[src/rtl/rv_pkg.sv]
// rv_pkg: shared constants and checksum function for the 16-bit ready/valid stream stages.
package rv_pkg;
  localparam int DW = 16;
  localparam logic [15:0] LFSR_MASK = 16'hB400;
  localparam logic [15:0] DEF_LIMIT = 16'h2000;
  function automatic logic [DW-1:0] csum_next(input logic [DW-1:0] c, input logic [DW-1:0] d);
    return {c[DW-2:0], c[DW-1]} ^ d;
  endfunction
endpackage

[src/rtl/rv_lfsr16.sv]
// rv_lfsr16: free-running 16-bit Galois LFSR, restarts from the seed on reset.
module rv_lfsr16 import rv_pkg::*; #(
  parameter logic [31:0] SEED = 32'h00005678
) (
  input  logic        clock,
  input  logic        reset,
  output logic [15:0] state
);
  localparam logic [15:0] INIT = (SEED[15:0] == 16'd0) ? 16'd1 : SEED[15:0];
  logic [15:0] state_q, state_d;
  always_comb state_d = state_q[0] ? ((state_q >> 1) ^ LFSR_MASK) : (state_q >> 1);
  always_ff @(posedge clock) state_q <= reset ? INIT : state_d;
  assign state = state_q;
endmodule

[config.mk]
export PLATFORM = sky130hd
export DESIGN_NAME = rv_lfsr16
export DESIGN_NICKNAME = d
export VERILOG_FILES = /design/src/rtl/rv_pkg.sv /design/src/rtl/rv_lfsr16.sv
export SDC_FILE = /design/constraint.sdc
export NUM_CORES = 1
export LEC_CHECK = 0
export CAP_MARGIN = 0
export CORE_UTILIZATION = 30
export CTS_BUF_LIST = sky130_fd_sc_hd__clkbuf_4 sky130_fd_sc_hd__clkbuf_8 sky130_fd_sc_hd__clkbuf_16
export CTS_CLUSTER_DIAMETER = 40
export DETAILED_ROUTE_END_ITERATION = 12
export SETUP_SLACK_MARGIN = 0.4
export SYNTH_ARGS = -nofsm -noshare
export SYNTH_HDL_FRONTEND = slang
export SYNTH_SLANG_ARGS = --single-unit
[constraint.sdc]
create_clock -name clock -period 0.8 [get_ports clock]
set_clock_uncertainty 0.2 [all_clocks]
set_input_delay 0.16 -clock clock [delete_from_list [all_inputs] [get_ports clock]]
set_output_delay 0.16 -clock clock [all_outputs]
set_load 0.02 [all_outputs]
Word-level counts from Yosys, hierarchy flattened
Index checks and enable logic that the tools add are counted.
{"block": "op_classes", "n_addsub": 0, "n_mul": 0, "n_div": 0, "magnitude_cmp": 0, "n_eq_ne": 0, "shifts": 0, "mux": 1, "n_bitwise": 2, "reduce_logical": 1}
{"op": "two-way mux 14 bit", "n": 1}
{"op": "NOT 3 -> 4 bit", "n": 1}
{"op": "OR reduction 2 bit", "n": 1}
{"op": "NOT 1 bit", "n": 1}
{"block": "word_totals", "register_bits": 16, "latchBits": 0, "mem_bits_rw": 0, "rom_bits": 0, "inputBits": 2, "output_inout_bits": 16, "elab_cells": 6, "mem_count": 0}

Logic depth before layout (Yosys ltp)
Gate-level depths: netlist of run 1.
{"block": "depth", "word_depth": 2, "mapped_depth": 2, "depth_no_buf": 2}

Least setup slack after synthesis of run 1
No wires, ideal clock.
{"block": "synth_timing", "kind": "flip-flop to flip-flop", "start": "reg state_q[0] (netlist: state[0])", "end": "reg state_q[10] (netlist: state[10])", "setup_ps": 117, "arrival_ps": 711, "t_required_ps": 483, "path_slack_ps": -228, "path_stages_with_launch": 3, "n_path_buf": 0, "synth_period_minus_slack_ps": 1028, "path_cell_list": "dfxtp_1 > xnor2_1 > nand2b_1"}
{"block": "synth_between", "elab_chain_cells": 1}
{"item": "start: declaration", "line": "rv_lfsr16.sv:10", "rtl": "logic [15:0] state_q, state_d;"}
{"item": "start signal: assignment", "line": "rv_lfsr16.sv:12", "rtl": "always_ff @(posedge clock) state_q <= reset ? INIT : state_d;"}
{"item": "two-way mux 14 bit", "line": "rv_lfsr16.sv:11", "rtl": "always_comb state_d = state_q[0] ? ((state_q >> 1) ^ LFSR_MASK) : (state_q >> 1);"}
No other way between the ends.
A chain may end at the register's enable or synchronous reset.

Worst setup path in the final report of run 1
{"block": "layout_timing", "start": "reg state_q[14] (netlist: state[14])", "end": "out state[14]"}
{"item": "end: declaration", "line": "rv_lfsr16.sv:7", "rtl": "output logic [15:0] state"}
No word-level cell between the ends.

==> flow_metrics.tcl, run 1 <==
set metrics [dict create \
    grt_use_total_pct 10.2 \
    grt_overflow 0 \
    core_um2 1730 \
    swShare_pct 23.0 \
    violations "setup timing" \
    total_power_mw 1.69 \
    syn_inst 48 \
    start_kind "flop" \
    yosys_most_used_dff "dfxtp_1" \
    rows 15 \
    finalCriticalPeriod_ns 1.11 \
    antenna_found_initial 0 \
    layout_setup_ws_ns -0.311 \
    clockPowerShare_pct 30.2 \
    end_kind "primary output" \
    worst-setup-path-type "flop to primary output" \
    relSlewSlack_pct 91.6 \
    crit_arrival_ns 0.75 \
    ys_ff_latch 16 \
    synth_edf_count 0 \
    async_flop_share_pct 0 \
    synth.most_common_cell "dfxtp_1" \
    area_delta_synth_final_pct 49.5 \
    die-area_um2 2020 \
    synth_warnings 0 \
    path_buf_inv 1 \
    worstPathRequired_ns 0.44 \
    dp_hpwl_um 546 \
    yosysUniqueCellTypes 9 \
    fillerInstances 180 \
    fp.dieW_um 44.9 \
    pwr-share-comb_pct 17.2 \
    ctsRootBufferMaster "clkbuf_4" \
    clock_latency_ns 0.27 \
    worst_r2r_path_depth 3 \
    die_h_um 44.9 \
    p_per_area_nw_per_um2 2040 \
    max_stage_delay_ns 0.35 \
    globalplace.congestion 0.633 \
    synth_area_leaders "dfxtp_1 (58%), buf_4 (16%), and2b_1 (8.1%)" \
    switchingPower_uw 388 \
    worstSetupEndpoint "state[14]" \
    timing.rr.start "state[0]$_SDFF_PP0_" \
    final_area_um2 827 \
    r2r_end "state[13]$_SDFF_PP0_" \
    drc_errors 0 \
    cp_top_family "flip-flops" \
    ctsLongestPathBuffers 2 \
    tightest_slew_ns 0.125 \
    largest_reg_flops 16 \
    first_global_vias 310 \
    grt_max_degree 10 \
    drt-total-wl_um 842 \
    synth_area_um2 553 \
    yosysTopAreaCellShare_pct 57.9 \
    crit_chain "buf_6" \
    ys_seq_area_share_pct 57.9 \
    final_util_pct 47.9 \
    finalMaxSlewViolations 0 \
    pwr-share-seq_pct 52.5 \
    final_antenna_net_count 0 \
    grt_pass1_wl_um 1350 \
    cts_tree "done" \
    setup_viol 27 \
    synth_top_cell_by_area "dfxtp_1" \
    syn-num-nets 50 \
    pin_count 18 \
    wire_per_inst_um 9.46 \
    cp_max_fo 2 \
    p_int_mw 1.30 \
    vias 331 \
    cts-buffers-inserted 3 \
    crit_cells 1 \
    cts.sinks 16 \
    critPathSlowestCell "dfxtp_4" \
    num_antenna_cells 0 \
    drt-vias-per-instance 3.72 \
    postPlaceCellArea_um2 713 \
    max_cap_viol_count 0 \
    hold_class "input port to flop" \
    htree_levels 1 \
    first_iter_violations 4 \
    crit_path_start "state[14]$_SDFF_PP1_" \
    hold_path.startpoint "reset" \
    worst-r2r-setup-slack_ns -0.20 \
    synth.avg_cell_area_um2 11.5 \
    cts.reportedPaths.clkPinSlew_ns 0.09 \
    firstDrtPassIters 2 \
    status "finished, violations left" \
    hold_buffers 0 \
    synth_commonest_cells "dfxtp_1 (16), buf_4 (12), and2b_1 (6), or2_1 (6), xnor2_1 (3)" \
    post-route-period-util_pct 139 \
    io_buffers 17 \
    initial_core_util_pct 32.0 \
    ir_drop_mv 1.16 \
    drive_above_1_share_pct 73.4 \
    rsz0062_at_grt "yes" \
    fin_setup_tns_ns -5.82 \
    power_leakage_nw 0.367 \
    clock.fmax_ghz 0.900 \
    layout.nets 67 \
    finalHoldViolations 0 \
]
## kinds of logic after synthesis
| family | share of synthesized area [%] |
|---|---|
| XOR/XNOR | 4.75 |
| buffers and inverters | 18.3 |
| flip-flops | 57.9 |
| AND/OR/NAND/NOR | 19.0 |
## metal layers
| metal | wire length [µm] | up-vias | share of wire [%] | global-route usage, % |
|---|---|---|---|---|
| li1 | - | 167 | - | - |
| met3 | 64 | 2 | 7.6 | 4.80 |
| met1 | 374 | 153 | 44 | 11.6 |
| met2 | 387 | 9 | 46 | 14.2 |
| met4 | 15 | 0 | 1.8 | 9.09 |
| met5 | 0 | - | 0 | 0 |
## cells in the final DEF, fill, tap and decap left out
cell type | netlist | final
and2b_1 | 6 | 6
buf_4 | 12 | 5
buf_6 | 1 | 19
clkbuf_4 | 0 | 3
clkbuf_8 | 0 | 1
dfxtp_2 | 0 | 14
dfxtp_4 | 0 | 2
dlygate4sd2_1 | 0 | 1
nand2b_1 | 2 | 2
nor2_1 | 1 | 1
nor2b_1 | 1 | 1
or2_1 | 6 | 6
xnor2_2 | 0 | 3
## cell type report
type,instances,area (µm²),share of cell area [%]
tap,25,31.3,3.78
clock buffer,4,36.3,4.39
sequential,16,345,41.8
timing repair buffer,25,260,31.5
multi-input combinational,19,154,18.6
## power groups by stage
stage                     clock [mW]  combinational (mW)  sequential [mW]
after CTS                      0.530               0.286            0.887
after global routing           0.579               0.311            0.893
final                          0.510               0.291            0.887
after detailed placement           0               0.247            0.893
after global placement             0               0.244            0.895
after floorplan                    0               0.173            0.915
## worst min path at each step
stage | cells after the start | to
2_1_floorplan | 2 | state[13]$_SDFF_PP0_
3_3_place_gp | 1 | state[14]$_SDFF_PP1_
3_5_place_dp | 1 | state[14]$_SDFF_PP1_
4_1_cts | 3 | state[7]$_SDFF_PP0_
5_1_grt | 3 | state[7]$_SDFF_PP0_
6_report | 3 | state[7]$_SDFF_PP0_
## stage by stage
step                hold slack (ns)  std cells  setup WS, ns
finish                        0.102         89        -0.311
detailed placement            0.219         82        -0.489
floorplan                     0.123         48       -0.0771
global route                  0.104         89        -0.346
global placement              0.209         82        -0.481
CTS                          0.0980         88        -0.323
## repair_timing
item | in CTS | in global routing
buffers inserted | 2 | 1
endpoints found under the setup margin | 32 | 32
gates resized for setup | 104 | 1
cloned | 0 | 0
pin swaps | 0 | 0
Power figures use the tool's default switching activity.
==> inputs of run 2 (changes only) <==
--- a/config.mk
+++ b/config.mk
@@ -10,6 +10,7 @@
 export CTS_BUF_LIST = sky130_fd_sc_hd__clkbuf_4 sky130_fd_sc_hd__clkbuf_8 sky130_fd_sc_hd__clkbuf_16
 export CTS_CLUSTER_DIAMETER = 40
 export DETAILED_ROUTE_END_ITERATION = 12
+export RECOVER_POWER = 50
 export SETUP_SLACK_MARGIN = 0.4
 export SYNTH_ARGS = -nofsm -noshare
 export SYNTH_HDL_FRONTEND = slang
==> results of run 2 <==
No change in the layout: final DEF, timing and power equal those of run 1.
==> inputs of run 3 (changes only) <==
==> constraint.sdc (replaced) <==
create_clock -name clock -period 0.8 [get_ports clock]
set_clock_uncertainty 0.2 [all_clocks]
set_input_delay 0.16 -clock clock [delete_from_list [all_inputs] [get_ports clock]]
set_output_delay 0.16 -clock clock [all_outputs]
set_load 0.005 [all_outputs]
==> run 3 against run 2 <==
The flow still finishes with violations (setup timing); sequential share of layout area grew 3.1 points; critical endpoint is now state[0]; largest cell class unchanged; cell area shrank 8.2%; first-iteration DRC count shrank 100%; critical path depth is the same; critical path type unchanged; worst hold slack lost 0.012 ns.
==> flow_metrics.tcl, run 3 (same netlist as run 1, synthesis figures left out) <==
set metrics [dict create \
    grt_pass1_wl_um 1320 \
    grt_overflow 0 \
    final_cell_mix "dfxtp_2 (13), buf_2 (12), buf_6 (8), or2_1 (6), and2b_1 (6)" \
    grt_use_total_pct 10.2 \
    hold_path.startpoint "reset" \
    worst-setup-path-type "flop to primary output" \
    num_antenna_cells 0 \
    pwr-share-seq_pct 56.9 \
    drt-vias-per-instance 3.81 \
    fin_cells 90 \
    rows 15 \
    ctsLongestPathBuffers 2 \
    io_buffers 17 \
    drive_above_1_share_pct 72.3 \
    drt-total-wl_um 861 \
    mostFrequentLayoutCell "dfxtp_2" \
    area_delta_synth_final_pct 37.3 \
    start_kind "flop" \
    end_kind "primary output" \
    critPathSlowestCell "dfxtp_4" \
    ctsRootBufferMaster "clkbuf_4" \
    post-route-period-util_pct 138 \
    tightest_slew_ns 0.115 \
    pwr-share-comb_pct 12.9 \
    crit_chain "buf_6" \
    clockPowerShare_pct 30.2 \
    cp_top_family "flip-flops" \
    finalCriticalPeriod_ns 1.10 \
    cts_tree "done" \
    setup_viol 27 \
    hold_ws_ns 0.0900 \
    pin_count 18 \
    core_um2 1730 \
    clock.fmax_ghz 0.909 \
    relSlewSlack_pct 92.3 \
    max_cap_viol_count 0 \
    firstDrtPassIters 1 \
    final_antenna_net_count 0 \
    vias 343 \
    power_leakage_nw 0.349 \
    status "finished, violations left" \
    ir_drop_mv 0.924 \
    grt_max_degree 10 \
    final_area_um2 759 \
    layout_setup_ws_ns -0.300 \
    timing.rr.start "state[0]$_SDFF_PP0_" \
    finalMaxSlewViolations 0 \
    p_per_area_nw_per_um2 2030 \
    place_inst 82 \
    crit_arrival_ns 0.74 \
    switchingPower_uw 327 \
    first_iter_violations 0 \
    fp.dieW_um 44.9 \
    worstPathRequired_ns 0.44 \
    die-area_um2 2020 \
    antenna_found_initial 0 \
    drc_errors 0 \
    layout.nets 68 \
    wire_per_inst_um 9.57 \
    finalHoldViolations 0 \
    path_buf_inv 1 \
    cts.reportedPaths.clkPinSlew_ns 0.09 \
    initial_core_util_pct 32.0 \
    largest_reg_flops 16 \
    p_int_mw 1.21 \
    dpl_worst_slack_ns -0.471 \
    cp_max_fo 2 \
    swShare_pct 21.2 \
    first_global_vias 308 \
    hold_class "input port to flop" \
    clock_latency_ns 0.28 \
    cts.sinks 16 \
    postPlaceCellArea_um2 696 \
    cts-buffers-inserted 3 \
    max_stage_delay_ns 0.35 \
    rsz0062_at_grt "yes" \
    violations "setup timing" \
    globalplace.congestion 0.618 \
    crit_path_start "state[0]$_SDFF_PP0_" \
    htree_levels 1 \
    die_h_um 44.9 \
    fin_setup_tns_ns -5.88 \
]
## run 3: metrics by stage
| stage | power (mW) | utilization, % |
|---|---|---|
| 3_5_place_dp | 1.08 | 40.3 |
| 2_1_floorplan | 0.994 | - |
| 3_3_place_gp | 1.07 | 40.3 |
| 5_1_grt | 1.62 | 44.0 |
| 4_1_cts | 1.54 | 42.4 |
| 6_report | 1.54 | 44.0 |
## run 3: power groups by stage
stage                     combinational, mW  clock [mW]  sequential [mW]
after floorplan                       0.107           0            0.887
after global placement                0.185           0            0.888
after detailed placement              0.187           0            0.889
after CTS                             0.183       0.485            0.877
after global routing                  0.216       0.523            0.883
final                                 0.199       0.464            0.876
## run 3: layout make-up
| class | instances | area [µm²] |
|---|---|---|
| clock buffers | 4 | 30.0 |
| fillers | 185 | 967 |
| multi-input cells | 19 | 161 |
| flip-flops and latches | 16 | 340 |
| well taps | 25 | 31.3 |
| repair buffers | 26 | 196 |
## run 3: path summary, 6_finish.rpt
kind	endpoint	slack, ns	depth (start not counted)
setup reg to reg	state[10]$_SDFF_PP1_	-0.30	4
hold / removal	state[13]$_SDFF_PP0_	0.09	3
setup / recovery	state[0]	-0.30	1
hold reg to reg	state[14]$_SDFF_PP1_	0.23	1
## run 3: what timing repair did
item / 4_1_cts / 5_1_grt
resized for setup: 83 / 4
setup endpoints to repair: 32 / 32
hold buffers: 0 / 0
setup buffers: 3 / 1
pin swaps: 6 / 0
cloned: 0 / 0
## run 3: layer usage
metal  routed length, µm  global-route usage [%]  part of all wire [%]  vias up
li1                    -                       -                     -      171
met1                 360                    10.2                    42      155
met2                 407                    14.8                    47       13
met3                  66                    7.20                   7.7        4
met4                  26                    7.27                   3.0        0
met5                   0                       0                     0        -
